<file path="src/rtl/game_timebase_ctrl_if.sv">
// Button/timer-facing signal bundle for game_timebase_ctrl.
// master = the timebase controller, slave = the button/timer side.
interface game_timebase_ctrl_if #(
   parameter int TIMER_BITS = 6
);
   logic                  start;
   logic                  pause;
   logic                  timer_done;
   logic [TIMER_BITS-1:0] current_time;
   logic                  tick_en;
   logic                  timer_rst_n;
   logic                  running;
   logic                  paused;
   logic                  game_over;
   logic                  warn_blink;

   modport master (
      input  start, pause, timer_done, current_time,
      output tick_en, timer_rst_n, running, paused, game_over, warn_blink
   );

   modport slave (
      output start, pause, timer_done, current_time,
      input  tick_en, timer_rst_n, running, paused, game_over, warn_blink
   );
endinterface

</file>
<file path="src/rtl/game_timebase_ctrl.sv">
// Game timebase: prescaled tick enable, timer reload and run/pause/expire state,
// plus a low-time warning blink. All outputs are registered from the next state.
module game_timebase_ctrl #(
   parameter int CLKS_PER_TICK = 100_000_000,
   parameter int CNT_BITS      = 27,
   parameter int TIMER_BITS    = 6,
   parameter int WARN_TIME     = 5
) (
   input logic                  clk,
   input logic                  reset,
   game_timebase_ctrl_if.master bus
);
   typedef enum logic [2:0] {IDLE, ARMING, RUNNING, PAUSED, EXPIRED} state_t;

   localparam logic [CNT_BITS-1:0]   PRESC_LAST = CNT_BITS'(CLKS_PER_TICK - 1);
   localparam logic [CNT_BITS-1:0]   PRESC_HALF = CNT_BITS'(CLKS_PER_TICK / 2 - 1);
   localparam logic [TIMER_BITS-1:0] WARN_MAX   = TIMER_BITS'(WARN_TIME);

   state_t              state_reg, state_next;
   logic [CNT_BITS-1:0] presc_reg, presc_next;
   logic                tick_reg, tick_next;
   logic                warn_reg, warn_next;
   logic                timer_rst_n_reg, running_reg, paused_reg, game_over_reg;
   logic                presc_last, presc_half, in_warn, advance;

   assign presc_last = (presc_reg == PRESC_LAST);
   assign presc_half = (presc_reg == PRESC_HALF);
   assign in_warn    = (bus.current_time != '0) && (bus.current_time <= WARN_MAX);

   always_comb begin
      state_next = state_reg;
      advance    = 1'b0;
      case (state_reg)
         IDLE:    if (bus.start) state_next = ARMING;
         ARMING:  state_next = RUNNING;
         RUNNING: begin
            if (bus.timer_done)  state_next = EXPIRED;
            else if (bus.pause)  state_next = PAUSED;
            else                 advance    = 1'b1;
         end
         PAUSED: begin
            if (bus.start) begin
               state_next = ARMING;
            end else if (bus.pause) begin
               // Resume counts as a running cycle, so a prescaler held at its
               // terminal value fires its tick on the first RUNNING cycle.
               state_next = RUNNING;
               advance    = 1'b1;
            end
         end
         EXPIRED: if (bus.start) state_next = ARMING;
         default: state_next = IDLE;
      endcase
   end

   always_comb begin
      presc_next = presc_reg;
      tick_next  = 1'b0;
      if (state_reg == IDLE || state_reg == ARMING) begin
         presc_next = '0;
      end else if (advance) begin
         presc_next = presc_last ? '0 : presc_reg + CNT_BITS'(1);
         tick_next  = presc_last;
      end
   end

   always_comb begin
      warn_next = 1'b0;
      case (state_next)
         RUNNING: begin
            if (in_warn && state_reg == RUNNING && (presc_last || presc_half))
               warn_next = ~warn_reg;
            else if (in_warn)
               warn_next = warn_reg;
         end
         PAUSED:  warn_next = warn_reg;
         EXPIRED: warn_next = 1'b1;
         default: warn_next = 1'b0;
      endcase
   end

   always_ff @(posedge clk or negedge reset) begin
      if (!reset) begin
         state_reg       <= IDLE;
         presc_reg       <= '0;
         tick_reg        <= 1'b0;
         warn_reg        <= 1'b0;
         timer_rst_n_reg <= 1'b0;
         running_reg     <= 1'b0;
         paused_reg      <= 1'b0;
         game_over_reg   <= 1'b0;
      end else begin
         state_reg       <= state_next;
         presc_reg       <= presc_next;
         tick_reg        <= tick_next;
         warn_reg        <= warn_next;
         timer_rst_n_reg <= !(state_next == IDLE || state_next == ARMING);
         running_reg     <= (state_next == RUNNING);
         paused_reg      <= (state_next == PAUSED);
         game_over_reg   <= (state_next == EXPIRED);
      end
   end

   assign bus.tick_en     = tick_reg;
   assign bus.timer_rst_n = timer_rst_n_reg;
   assign bus.running     = running_reg;
   assign bus.paused      = paused_reg;
   assign bus.game_over   = game_over_reg;
   assign bus.warn_blink  = warn_reg;
endmodule

</file>
<file path="src/flat_wrapper.sv">
// flat-port wrapper written by rule: the top's interface ports become plain ports
module game_timebase_ctrl_flat 
#(
   parameter int CLKS_PER_TICK = 100_000_000,
   parameter int CNT_BITS      = 27,
   parameter int TIMER_BITS    = 6,
   parameter int WARN_TIME     = 5
)
  (clk, reset, bus_start, bus_pause, bus_timer_done, bus_current_time, bus_tick_en, bus_timer_rst_n, bus_running, bus_paused, bus_game_over, bus_warn_blink);
  game_timebase_ctrl_if #(.TIMER_BITS(TIMER_BITS)) bus_i ();
  input logic clk;
  input logic reset;
  input wire logic [$bits(bus_i.start)-1:0] bus_start;
  input wire logic [$bits(bus_i.pause)-1:0] bus_pause;
  input wire logic [$bits(bus_i.timer_done)-1:0] bus_timer_done;
  input wire logic [$bits(bus_i.current_time)-1:0] bus_current_time;
  output wire logic [$bits(bus_i.tick_en)-1:0] bus_tick_en;
  output wire logic [$bits(bus_i.timer_rst_n)-1:0] bus_timer_rst_n;
  output wire logic [$bits(bus_i.running)-1:0] bus_running;
  output wire logic [$bits(bus_i.paused)-1:0] bus_paused;
  output wire logic [$bits(bus_i.game_over)-1:0] bus_game_over;
  output wire logic [$bits(bus_i.warn_blink)-1:0] bus_warn_blink;
  assign bus_i.start = bus_start;
  assign bus_i.pause = bus_pause;
  assign bus_i.timer_done = bus_timer_done;
  assign bus_i.current_time = bus_current_time;
  assign bus_tick_en = bus_i.tick_en;
  assign bus_timer_rst_n = bus_i.timer_rst_n;
  assign bus_running = bus_i.running;
  assign bus_paused = bus_i.paused;
  assign bus_game_over = bus_i.game_over;
  assign bus_warn_blink = bus_i.warn_blink;
  game_timebase_ctrl #(.CLKS_PER_TICK(CLKS_PER_TICK), .CNT_BITS(CNT_BITS), .TIMER_BITS(TIMER_BITS), .WARN_TIME(WARN_TIME)) u_core (.clk(clk), .reset(reset), .bus(bus_i));
endmodule
</file>
<file path="config.mk">
export PLATFORM = sky130hd
export DESIGN_NAME = game_timebase_ctrl_flat
export DESIGN_NICKNAME = d
export VERILOG_FILES = /design/src/rtl/game_timebase_ctrl_if.sv /design/src/rtl/game_timebase_ctrl.sv /design/src/flat_wrapper.sv
export SDC_FILE = /design/constraint.sdc
export NUM_CORES = 1
export LEC_CHECK = 0
export ABC_AREA = 1
export BUFFER_PORTS_ARGS = -buffer_cell sky130_fd_sc_hd__buf_2
export CAP_MARGIN = 40
export CORE_MARGIN = 1
export CORE_UTILIZATION = 50
export CTS_BUF_LIST = sky130_fd_sc_hd__clkbuf_4
export DETAILED_ROUTE_END_ITERATION = 7
export GPL_ROUTABILITY_DRIVEN = 0
export PLACE_DENSITY_LB_ADDON = 0.1
export SLEW_MARGIN = 20
export SYNTH_ARGS = -nofsm -noshare
export SYNTH_HDL_FRONTEND = slang
export SYNTH_SLANG_ARGS = --single-unit
</file>
<file path="constraint.sdc">
create_clock -name clk -period 1.55 [get_ports clk]
set_clock_uncertainty 0.1 [all_clocks]
set_input_delay 0.2325 -clock clk [delete_from_list [all_inputs] [get_ports clk]]
set_output_delay 0.2325 -clock clk [all_outputs]
set_load 0.1 [all_outputs]
</file>
==> results of run 1 <==
==> per-layer routing <==
metal / vias to the layer above / share of wire / GRT usage
li1: 1354 / - / -
met4: 0 / 0.053 / 0.126
met3: 35 / 0.056 / 0.0514
met5: - / 0 / 0
met2: 104 / 0.49 / 0.539
met1: 1286 / 0.40 / 0.362
==> critical path, cell delays in order (launching register included) <==
cell,delay (ps)
dfrtp_1,450
nand2_2,90
inv_2,90
nand2_4,70
nor2_8,190
nand2_4,110
nor2_4,150
nand4_1,120
a21oi_2,130
nor2_1,50
==> logic make-up (layout without fill, tap and decap cells) <==
family,count (synthesis),count (layout),synth area share
simple gates,237,237,0.446
buf+inv,63,164,0.110
flops,36,36,0.368
compound gates,21,21,0.0460
xor+xnor,7,7,0.0250
fa+ha+maj,1,1,0.00511
==> how the worst max path moves through the flow <==
stage	slack, ps	to	startpoint
floorplan	5	u_core.presc_reg[3]	u_core.presc_reg[0]
global placement	-150	u_core.presc_reg[6]	u_core.presc_reg[1]
detailed placement	-180	u_core.presc_reg[16]	u_core.presc_reg[1]
CTS	-50	u_core.presc_reg[6]	u_core.presc_reg[1]
global route	-200	u_core.bus.warn_blink	u_core.presc_reg[1]
finish	-90	u_core.presc_reg[24]	u_core.presc_reg[7]
==> power by group through the flow <==
stage / clock network, mW / registers [mW] / logic [mW]
final: 0.502 / 1.13 / 2.22
after global routing: 0.536 / 1.14 / 2.39
after CTS: 0.512 / 1.12 / 2.03
after detailed placement: 0 / 1.13 / 1.92
after global placement: 0 / 1.12 / 1.91
after floorplan: 0 / 1.49 / 0.854
==> per-stage QoR <==
step           cell area [µm²]  hold WS (ps)  utilization
2_1_floorplan             2460          -163            -
4_1_cts                   3340           112        0.706
5_1_grt                   3580           147        0.757
6_report                  3580           122        0.757
3_3_place_gp              3130           203        0.663
3_5_place_dp              3130           203        0.663
==> cell type report <==
type / count / share of cell area
Timing Repair Buffer: 102 / 0.217
Multi-Input combinational cell: 266 / 0.432
Inverter: 55 / 0.0612
Sequential cell: 36 / 0.252
Clock buffer: 6 / 0.0126
Tap cell: 67 / 0.0234
Clock inverter: 1 / 0.00140
==> cell usage in the layout, fill, tap and decap left out, types with 2 or more instances in the layout <==
| master | netlist | routed |
|---|---|---|
| nor3_4 | 0 | 2 |
| nand3_2 | 1 | 10 |
| nor2_1 | 66 | 45 |
| dfrtp_1 | 36 | 35 |
| nand2_1 | 96 | 83 |
| nor2_2 | 3 | 16 |
| nand3_1 | 36 | 26 |
| xor2_1 | 7 | 7 |
| buf_6 | 2 | 6 |
| buf_4 | 0 | 77 |
| nor3_2 | 2 | 3 |
| nand2_4 | 2 | 4 |
| nand2_2 | 4 | 14 |
| nor3_1 | 6 | 3 |
| nand4_1 | 15 | 15 |
| clkbuf_4 | 0 | 6 |
| nor2_4 | 2 | 10 |
| o21ai_0 | 6 | 4 |
| a21oi_1 | 10 | 7 |
| a21oi_2 | 0 | 3 |
| buf_2 | 5 | 16 |
| inv_1 | 50 | 43 |
| o31ai_1 | 2 | 2 |
| buf_12 | 0 | 2 |
| nand3_4 | 1 | 2 |
| inv_2 | 5 | 11 |
| o21ai_1 | 2 | 4 |
==> repair_timing <==
action                                 4_1_cts  5_1_grt
pin swaps                                   10       22
setup endpoints to repair                   25       29
setup buffers                                8        6
endpoints found under the hold margin       36        0
resized for setup                           24       61
hold buffers                                 1        0
==> metrics.txt, run 1 <==
outcome=finished with violations; failing checks=setup timing; top-count cell post-synth=nand2_1; # setup viols final=26; static leakage=1.86 nW; fin crit period=1640 ps; Hold Path Sink=u_core.state_reg[2]; DRT antenna net count=0; area taken by multi-input logic gates=1550 µm²; maximum vdd drop=1250 µV; Synth Cell Area=2450 µm²; Longest Clk Path Bufs=2; Area contributors post-synth=dfrtp_1, nand2_1, nor2_1; RSZ-0062 raised after global routing=true; register area=902 µm²; Die X=72.0 µm; Initial DRC Count=183; CTS sink cnt=36; clock root buffer master=clkbuf_4; IO Port Bufs=16; first-pass GRT wire length=12,000 µm; number of max-cap violations=0; synthesized flop and latch total=36; fin worst setup slack=-94.2 ps; number of fill cells=367; Placeable Area=4720 µm²; total grt overflow=0; ys flop type=dfrtp_1; worst reg-to-reg setup slack=-90 ps; Arr. time, crit path=1790 ps; Reg2Reg Launch Point=u_core.presc_reg[7]; Switch Pwr=1.82 mW; Synth Warn #=0; maximum level of the CTS H-tree=2; DR WL/cell=14.3 µm; drt drc=0; final cell count without fillers=533; hold path cells=3; FFs w/ async S/R, synth=1.00; HPWL Detailed=5290 µm; pre-CTS WS=-184 ps; Pint=2.03 mW; Rows=25; Worst-Margin Slew=492 ps; Crit. End Element=flip-flop; Worst Path Required=1700 ps; Post-synth EDFFs=0; Total Nets Final=478; mean post-synth cell area=6.71 µm²; slew margin rel.=0.674; FMAX=0.608 GHz; Gate Count Post-Synth=365; crit path launch type=flip-flop; Routed WL=7610 µm; Reg clk slew, reported paths=110 ps; Clock Power Share=0.130; post-synth top area share=0.368; Sw Share=0.473; vias in the first global route=2,648; clk_lat worst skew=340 ps; largest net degree at the start of global routing=37; via count=2,779; ratio of cells with drive above 1 in the final layout=0.408; Comb power frac=0.577; pwr dens=1080 nW/µm²; Final Hold Viols=0; max reg flops=27; Mapped Nets=377; Seq pwr share=0.293; Starting Density=0.519; sequential cell area fraction in the yosys report=0.368; Post-Place Cells=512; DIE AREA=5180 µm²; die height=72.0 µm; area leader, netlist=dfrtp_1; First-pass DRT Iterations=4; Critical Path Fanout Max=7; Final Max Slew Viols=0; initial antenna violation count=0; Ports=17; fin crit share=1.06; WS Path Type=flip-flop to flip-flop; Hold Path Class=input port to flip-flop; worst hold start=bus_timer_done; n_diodes=0; via/cell ratio=5.21; TritonCTS buffer count=5; GRT Util Overall=0.303; CTS tree=yes; Worst R2R Path Depth=9; top cells by count, synth=nand2_1, nor2_1, inv_1; total negative slack=-1130 ps; count of cell types in the netlist=27; area growth from synthesis to layout=46.0%; reg-to-reg endpoint=u_core.presc_reg[24]; total chip power=3.86 mW
Note: power is estimated with default switching activity, not from simulation.
==> inputs of run 2 (changes only) <==
MAX_ROUTING_LAYER = met4   (was not set)
==> metrics.txt, run 2 (synthesized netlist as in run 1, its figures left out) <==
outcome=finished with violations (unchanged); failing checks=setup timing (unchanged); IO Port Bufs=16 (unchanged); GRT Util Overall=0.309 (was 0.303); maximum level of the CTS H-tree=2 (unchanged); most common cell after layout, fill and taps aside=nand2_1 (unchanged); vias in the first global route=2,656 (was 2,648); Worst Path Required=1700 ps (about the same); Critical Path Fanout Max=7 (unchanged); total grt overflow=0 (unchanged); first-pass GRT wire length=11,900 µm (was 12,000 µm); Final Hold Viols=0 (unchanged); static leakage=1.83 nW (was 1.86 nW); HPWL Detailed=5290 µm (unchanged); final instance area=3570 µm² (was 3580 µm²); DR WL/cell=14.4 µm (was 14.3 µm); Reg clk slew, reported paths=110 ps (about the same); WS Path Type=flip-flop to flip-flop (unchanged); clock root buffer master=clkbuf_4 (unchanged); fin crit period=1640 ps (about the same); FMAX=0.610 GHz (was 0.608 GHz); drt drc=0 (unchanged); TritonCTS buffer count=5 (unchanged); Total Nets Final=477 (was 478); largest net degree at the start of global routing=37 (unchanged); Routed WL=7660 µm (was 7610 µm); Worst-Margin Slew=486 ps (was 492 ps); # setup viols final=26 (unchanged); RSZ-0062 raised after global routing=true (unchanged); pwr dens=1090 nW/µm² (was 1080 nW/µm²); Starting Density=0.519 (unchanged); Hold Path Class=input port to flip-flop (unchanged); total chip power=3.89 mW (was 3.86 mW); Rows=25 (unchanged); fin worst setup slack=-88.2 ps (was -94.2 ps); Placeable Area=4720 µm² (unchanged); initial antenna violation count=0 (unchanged); Die X=72.0 µm (unchanged); DP Area=3130 µm² (unchanged); Arr. time, crit path=1790 ps (about the same); clk_lat worst skew=350 ps (was 340 ps); n_diodes=0 (unchanged); Crit. End Element=flip-flop (unchanged); via count=2,771 (was 2,779); ratio of cells with drive above 1 in the final layout=0.406 (was 0.408); Final Max Slew Viols=0 (unchanged); die height=72.0 µm (unchanged); Ports=17 (unchanged); max reg flops=27 (unchanged); commonest non-fill, non-tap cells in the layout=nand2_1, buf_4, nor2_1 (unchanged); Longest Clk Path Bufs=2 (unchanged); area growth from synthesis to layout=45.9% (was 46.0%); Post-Place Cells=512 (unchanged); DRT antenna net count=0 (unchanged); fin crit share=1.06 (about the same); CTS sink cnt=36 (unchanged); number of max-cap violations=0 (unchanged); crit path launch type=flip-flop (unchanged); Initial DRC Count=220 (was 183); DIE AREA=5180 µm² (unchanged); slew margin rel.=0.676 (was 0.674); via/cell ratio=5.21 (about the same); Hold Slack=119 ps (was 122 ps); maximum vdd drop=1240 µV (was 1250 µV); First-pass DRT Iterations=6 (was 4); final cell count without fillers=532 (was 533); CTS tree=yes (unchanged)
==> run 2: power by group <==
group,switching (mW),total [mW],internal [mW],leakage (nW)
clock,0.322,0.506,0.185,0.0315
combinational,1.45,2.25,0.805,1.31
sequential,0.0801,1.13,1.05,0.492
total,1.85,3.89,2.04,1.83
==> run 2: layout make-up <==
type | count | area, µm²
Inverter | 55 | 221
Tap cell | 67 | 83.8
Clock buffer | 6 | 45.0
Clock inverter | 1 | 5.00
Sequential cell | 36 | 903
Timing Repair Buffer | 101 | 772
Fill cell | 372 | 1150
Multi-Input combinational cell | 266 | 1540
==> run 2: worst max-delay path, stage by stage, from the launching register on <==
cell and delay (ps):
dfrtp_1 450, nand2_2 90, inv_2 90, nand2_4 70, nor2_8 190, nand2_4 110, nor2_4 150, nand3_2 80
xor2_1 160, nor2_1 50
==> run 2: timing repair <==
item | CTS | global route
resized for setup | 24 | 65
buffers inserted | 8 | 5
endpoints found under the setup margin | 25 | 29
endpoints found under the hold margin | 36 | 0
pin swaps | 10 | 24
hold buffers | 1 | 0
gates cloned | 0 | 0
==> run 2: per-stage QoR <==
step / setup TNS [ps] / util / setup slack [ps]
2_1_floorplan: 0 / - / 4.56
3_3_place_gp: -1910 / 0.663 / -148
3_5_place_dp: -2600 / 0.663 / -184
4_1_cts: -806 / 0.706 / -45.1
5_1_grt: -3140 / 0.757 / -185
6_report: -1240 / 0.757 / -88.2
==> run 2: per-layer routing <==
layer,track usage,part of all wire,up-vias
met3,0.0500,0.046,34
li1,-,-,1352
met2,0.536,0.50,89
met1,0.355,0.41,1296
met5,-,0,-
met4,0.133,0.049,0
==> run 2: final timing paths <==
check | from | to | slack (ps) | depth (start not counted)
setup reg to reg | u_core.presc_reg[7] | u_core.presc_reg[20] | -90 | 9
hold reg to reg | u_core.bus.warn_blink | u_core.bus.warn_blink | 410 | 2
max in group asynchronous | reset | u_core.presc_reg[1] | 640 | 3
setup / recovery | u_core.presc_reg[7] | u_core.presc_reg[20] | -90 | 9
hold / removal | bus_timer_done | u_core.state_reg[2] | 120 | 3
min in group asynchronous | reset | u_core.presc_reg[13] | 350 | 3
